`src/rtl/gcd_engine.sv`:
```
// gcd_engine: streaming GCD of two WIDTH-bit unsigned operands with a
// valid/ready input channel, a valid/ready result channel and a saturating
// per-job iteration count.
// Optional build macro GCD_STEIN_EN selects the binary (Stein) algorithm;
// when it is undefined the engine uses subtractive Euclid.
module gcd_engine #(
   parameter int unsigned WIDTH  = 16,
   parameter int unsigned ITER_W = 8
) (
   input  logic                 clk,
   input  logic                 reset,
   input  logic                 io_in_valid,
   input  logic [2*WIDTH-1:0]   io_in_data,
   output logic                 io_in_ready,
   output logic                 io_out_valid,
   input  logic                 io_out_ready,
   output logic [WIDTH-1:0]     io_out_data,
   output logic [ITER_W-1:0]    io_out_iters
);

   typedef enum logic [1:0] {
      IDLE = 2'd0,
      BUSY = 2'd1,
      DONE = 2'd2
   } state_e;

`ifdef GCD_STEIN_EN
   // k counts common factors of two; it never exceeds WIDTH-1
   localparam int unsigned K_W = $clog2(WIDTH) + 1;
`endif

   state_e              state_q, state_d;
   logic [WIDTH-1:0]    x_q, x_d;
   logic [WIDTH-1:0]    y_q, y_d;
   logic [ITER_W-1:0]   cnt_q, cnt_d;
   logic [WIDTH-1:0]    res_q, res_d;
   logic [ITER_W-1:0]   iters_q, iters_d;
   logic [ITER_W-1:0]   iter_inc;
`ifdef GCD_STEIN_EN
   logic [K_W-1:0]      k_q, k_d;
`endif

   // Handshake flags are pure decodes of the registered state
   assign io_in_ready  = (state_q == IDLE);
   assign io_out_valid = (state_q == DONE);
   assign io_out_data  = res_q;
   assign io_out_iters = iters_q;

   // State and datapath registers, cleared asynchronously
   always_ff @(posedge clk or posedge reset) begin
      if (reset) begin
         state_q <= IDLE;
         x_q     <= '0;
         y_q     <= '0;
         cnt_q   <= '0;
         res_q   <= '0;
         iters_q <= '0;
`ifdef GCD_STEIN_EN
         k_q     <= '0;
`endif
      end else begin
         state_q <= state_d;
         x_q     <= x_d;
         y_q     <= y_d;
         cnt_q   <= cnt_d;
         res_q   <= res_d;
         iters_q <= iters_d;
`ifdef GCD_STEIN_EN
         k_q     <= k_d;
`endif
      end
   end

   // Next-state and datapath step; one algorithm step per BUSY cycle
   always_comb begin
      state_d  = state_q;
      x_d      = x_q;
      y_d      = y_q;
      cnt_d    = cnt_q;
      res_d    = res_q;
      iters_d  = iters_q;
`ifdef GCD_STEIN_EN
      k_d      = k_q;
`endif
      iter_inc = (cnt_q == {ITER_W{1'b1}}) ? cnt_q : cnt_q + ITER_W'(1);

      unique case (state_q)
         IDLE: begin
            if (io_in_valid) begin
               x_d     = io_in_data[WIDTH-1:0];
               y_d     = io_in_data[2*WIDTH-1:WIDTH];
               cnt_d   = '0;
`ifdef GCD_STEIN_EN
               k_d     = '0;
`endif
               state_d = BUSY;
            end
         end

         BUSY: begin
            cnt_d = iter_inc;
            if ((x_q == '0) || (y_q == '0)) begin
`ifdef GCD_STEIN_EN
               res_d = (x_q | y_q) << k_q;
`else
               res_d = x_q | y_q;
`endif
               iters_d = iter_inc;
               state_d = DONE;
            end else begin
`ifdef GCD_STEIN_EN
               if (!x_q[0] && !y_q[0]) begin
                  x_d = x_q >> 1;
                  y_d = y_q >> 1;
                  k_d = k_q + K_W'(1);
               end else if (!x_q[0]) begin
                  x_d = x_q >> 1;
               end else if (!y_q[0]) begin
                  y_d = y_q >> 1;
               end else if (x_q > y_q) begin
                  x_d = x_q - y_q;
               end else begin
                  y_d = y_q - x_q;
               end
`else
               if (x_q > y_q) begin
                  x_d = y_q;
                  y_d = x_q;
               end else begin
                  y_d = y_q - x_q;
               end
`endif
            end
         end

         DONE: begin
            if (io_out_ready) begin
               state_d = IDLE;
            end
         end

         default: begin
            state_d = IDLE;
         end
      endcase
   end

endmodule

```
`config.mk`:
```
export PLATFORM = sky130hd
export DESIGN_NAME = gcd_engine
export DESIGN_NICKNAME = d
export VERILOG_FILES = /design/src/rtl/gcd_engine.sv
export SDC_FILE = /design/constraint.sdc
export NUM_CORES = 1
export LEC_CHECK = 0
export ABC_AREA = 0
export CAP_MARGIN = 20
export CORE_UTILIZATION = 50
export DETAILED_ROUTE_END_ITERATION = 12
export GPL_TIMING_DRIVEN = 0
export PLACE_DENSITY = 0.86
export SYNTH_ARGS = -nofsm -noshare
export SYNTH_HDL_FRONTEND = slang
export SYNTH_SLANG_ARGS = --single-unit
```
`constraint.sdc`:
```
create_clock -name clk -period 2.9 [get_ports clk]
set_clock_uncertainty 0.15 [all_clocks]
set_input_delay 0.29 -clock clk [delete_from_list [all_inputs] [get_ports clk]]
set_output_delay 0.29 -clock clk [all_outputs]
set_load 0.02 [all_outputs]
```
# Word-level counts from Yosys, hierarchy flattened
# Cells that the tools add are included.
# Widths: inputs -> output; s select.
# word_totals
elab_cells,43
reg_bits,66
output_inout_bits,26
in_bits,36
# classes
n_reduce_logical,10
n_eq_ne,8
bitwise,1
magnitude_cmp,1
mux,15
n_addsub,2
# op_table
op,n
$mux 16,6
$pmux 16 s2,2
$logic_not 16->1,2
$gt 16x16->1,1
$mux 8,2
$or 16x16->16,1
$pmux 8 s2,1
$sub 16x16->16,1
$add 8x1->8 const B,1
$eq 8x8->1 const B,1
$ne 2x2->1 const B,4
$mux 2,3
$pmux 2 s3,1
$reduce_and 3->1,2
$reduce_and 2->1,2
$reduce_and 4->1,1
$eq 2x1->1 const B,1
$eq 2x2->1 const B,1
$logic_not 2->1,1
$ne 2x1->1 const B,1
$reduce_bool 2->1,1
$logic_or 1x1->1,1

# Depth between registers and ports, before layout
# depth
depth_word,4
ltp_mapped,11
mapped_depth_nobuf,10

# Worst setup path before layout
# No wires, ideal clock.
# synth_path
path_kind,flip-flop to flip-flop
start,register y_q[0]
end,register x_q[5]
period_less_slack_ns,2.775
setup_time_ns,0.137
setup_slack_ns,0.125
stages_incl_launch_ff,12
t_arrival_ns,2.487
required_time_ns,2.613
path_buffers,1
cell_sequence,dfrtp_1 -> inv_1 -> ha_1 -> fa_1 -> nor2_1 -> o311ai_2 -> a2111oi_2 -> o31ai_4 -> nor2_4 -> nor2_4 -> buf_2 -> a2bb2oi_1
# synth_via
elab_chain_len,4
word_cells_on_any_way,6
cone_classes,order compare: 1; eq/ne: 2; reduce/logical: 3
# synth_lines
element,line,text
"start, declared",34,"logic [WIDTH-1:0] y_q, y_d;"
"start signal, assigned",64,y_q <= y_d;
"parallel branches: the longest is 3 deep, another holds $gt 16x16->1",-,
$reduce_and 4->1 (no line) (*),-,
"end signal, assigned",53,x_q <= '0;
"end signal, assigned",63,x_q <= x_d;
"end, declared",33,"logic [WIDTH-1:0] x_q, x_d;"
# Every way passes the cells marked *.
# A chain may end at the register's enable or synchronous reset.

# Final worst setup path
# layout_path
start,register y_q[7]
end,register x_q[0]
# Same word-level chain as after synthesis.

==> results.md <==
* Outcome: complete, but fails checks
* Failing checks: negative setup slack
* Commonest non-fill, non-tap cell in the layout: dfrtp_1
* Final WL at between 10 and 15 mm
* Fraction of registers with async set/reset at 1.00
* Fraction of layout cells with a size suffix above 1 at 0.133
* Clock Pin Slew Worst Setup and Hold Paths at ~0.080 ns
* Global-route wire length before repair at roughly 20 mm
* Layout Cells excl Fill at approximately 680
* Most frequent cells in the layout: dfrtp_1 (63), clkdlybuf4s50_1 (61), nor2_1 (46)
* Largest net degree at the start of global routing at slightly above 40
* Root Buffer: clkbuf_8
* Grt total ovfl at 0
* Num CTS Buffers at 9
* Leak at between 0.002 and 0.0025 uW
* Post-Syn Nets at between 500 and 600
* Setup WS post-layout at -0.000327 ns
* Chip height at between 90 and 100 um
* Maximum fanout along the worst path at 6
* Clock Latency Late Sink at between 0.3 and 0.4 ns
* I/O pin count at 62
* Synthesized area at between 0.004 and 0.005 sq mm
* Total number of vias at 4281
* CTS tree: built
* CP endpoint kind: flip-flop
* Critical path launch point type: flip-flop
* Worst Max-Slew Pin Slew at 0.819 ns
* RePlAce Congestion at around 0.9
* Total die area at 0.00875 sq mm
* H-tree levels at 3
* Final setup violation count at 1
* Fin crit period at between 2 and 3 ns
* First-pass DRT Iterations at 6
* Port Buf Inserts at 61
* Synthesized netlist cell count at around 480
* Row count at 33
* Relative slew slack at 0.445
* Total negative slack at -0.000327 ns
* Final hold violations at 0
* HP Class: primary input to asynchronous set/reset pin
* WP data required at ~3 ns
* Worst setup startpoint: y_q[7]
* Post-DRT Antenna Nets at 0
* Most Crowded Layer GR: met2
* F_max at roughly 0.34 GHz
* RR Startpoint: y_q[7]
* R2R cell count at 12
* Initial antenna violation count at 0
* Seq/Total Area, Yosys at 0.394
* Vias in the first global route at roughly 3900
* Core Box Area at around 0.0082 sq mm
* Max Root-Sink Buffers at 2
* Top_reg_cell synth: dfrtp_1
* CP arrival at roughly 3.0 ns
* Worst Setup Path Type: flip-flop to flip-flop
* Dpl cells at 642
* Filler instances at ~610
* Drt wl/cell at 19.7 um
* Pwr Density at 1370 mW/mm^2
* Fin crit share at 1.00
* Clk sinks at between 60 and 70
* Register Area at 0.00166 sq mm
* Max_cap viols at 0
* Post-CTS Hold Buffers at 0
* Crit path capture: x_q[0]
* Vias per inst at around 6.3
* Number of enable flip-flop cells after synthesis at 0
* Worst hold slack at 0.174 ns
* Gr usage total at 0.299
* Die X at a little over 90 um
* DP Worst Slack at -0.572 ns
* Synth Area per Inst at slightly below 9 sq um
* Fin nets at about 640
* Initial Utilization at 0.513
* Reg2Reg Setup Slack at -0.0003 ns
* GR Layer Usage met2 at 0.501
* Ys Warns at 0
* Yosys cell types at 50
* # DRC at 0
* Met1 usage at 0.393
* Placed wire-length estimate at 9.09 mm
* Reg-to-reg endpoint: x_q[0]
* Diodes inserted at 0
* VDD IR-drop max at 0.597 mV
* Met3 usage at 0.0309
* Register bit count reported by yosys at 66
* Area Overhead vs Synth at 30.1%
* Pins Over Slew Limit at 0
* Multi-input gate area at 0.00245 sq mm
* DRT iter0 DRCs at 518
-- how the worst min path moves through the flow --
stage                               start              end  slack (ns)  depth (start not counted)
after global routing                reset   io_out_data[4]        0.24                          2
final                               reset   io_out_data[2]        0.17                          2
after CTS                           reset   io_out_data[4]        0.20                          2
after global placement    io_out_iters[2]  io_out_iters[2]        0.31                          2
after detailed placement  io_out_iters[7]  io_out_iters[7]        0.32                          2
after floorplan            io_in_data[26]          y_q[10]        0.28                          2
-- Yosys cell counts, types with 2 or more instances --
| cell type | count | area, sq um |
|---|---|---|
| a2111oi_0 | 3 | 26.3 |
| a211o_1 | 2 | 17.5 |
| a21o_1 | 5 | 37.5 |
| a21oi_1 | 41 | 205 |
| a22oi_1 | 12 | 90.1 |
| a2bb2oi_1 | 16 | 140 |
| a31oi_1 | 6 | 37.5 |
| buf_2 | 3 | 15.0 |
| clkbuf_1 | 14 | 52.6 |
| dfrtp_1 | 66 | 1650 |
| ha_1 | 33 | 413 |
| inv_1 | 45 | 169 |
| mux2i_1 | 2 | 20.0 |
| nand2_1 | 33 | 124 |
| nand2b_1 | 5 | 31.3 |
| nand3_1 | 10 | 50.1 |
| nand4_1 | 3 | 18.8 |
| nor2_1 | 48 | 180 |
| nor2_4 | 2 | 22.5 |
| nor2b_1 | 6 | 37.5 |
| nor3_1 | 2 | 10.0 |
| nor4_1 | 13 | 81.3 |
| o21ai_0 | 39 | 195 |
| o21bai_1 | 2 | 15.0 |
| o22ai_1 | 20 | 125 |
| o311ai_0 | 2 | 17.5 |
| o31ai_1 | 4 | 30.0 |
| or2_2 | 3 | 18.8 |
| xnor2_1 | 10 | 87.6 |
| xor2_1 | 5 | 43.8 |
-- routing by layer --
layer	share of wire	vias up
li1	-	1892
met1	0.39	2053
met2	0.48	290
met3	0.092	46
met4	0.038	0
met5	0	-
-- timing repair --
action	in CTS	in global routing
pin swaps	5	7
hold endpoints to repair	0	0
gates cloned	0	1
gates resized for setup	14	25
endpoints found under the setup margin	32	32
buffers inserted	8	9
-- metrics by stage --
stage               utilization  power (uW)  cell area (sq um)
CTS                       0.643        6720               5260
finish                    0.667        7480               5450
global placement          0.603        5450               4930
floorplan                     -        4620               4190
global route              0.667        7910               5450
detailed placement        0.606        5630               4950
-- worst max-delay path, cell delays in order (launching register included) --
cell and delay [ns]:
dfrtp_1 0.45, inv_1 0.08, ha_2 0.40, nor2b_2 0.09
a2111oi_4 0.32, a2111oi_4 0.12, buf_4 0.18, o31ai_4 0.21
buf_12 0.17, nor2_4 0.05, nor2_4 0.20, buf_4 0.20
a2bb2oi_1 0.19
-- registers in the layout, indices dropped and copies added (netlist names) --
| signal | cells |
|---|---|
| state_q | 2 |
| io_out_data | 16 |
| x_q | 16 |
| y_q | 16 |
| io_out_iters | 8 |
| cnt_q | 8 |
-- where the power goes --
part           internal [uW]  switching [uW]
sequential              1250             394
clock                    306             387
combinational           2340            2810
total                   3890            3590
-- cell families (layout without fill, tap and decap cells) --
family                     Yosys count  count (layout)  share of synthesized area
AOI/OAI and AO/OA                  164             164                      0.259
xor gates and xnor gates            15              15                     0.0313
adders and majority gates           34              34                      0.103
buffers and inverters               63             158                     0.0582
DFF                                 66              66                      0.394
muxes                                3               3                    0.00746
and+or+nand+nor                    130             130                      0.146
-- area by class of cell --
class	instances	share of cell area
plain buffers	17	0.0154
clock buffers	9	0.0227
clock inverters	7	0.00849
inverters	45	0.0310
multi-input cells	346	0.449
flip-flops and latches	66	0.304
well taps	105	0.0241
repair buffers	80	0.146
(Power assumes the default switching activity.)
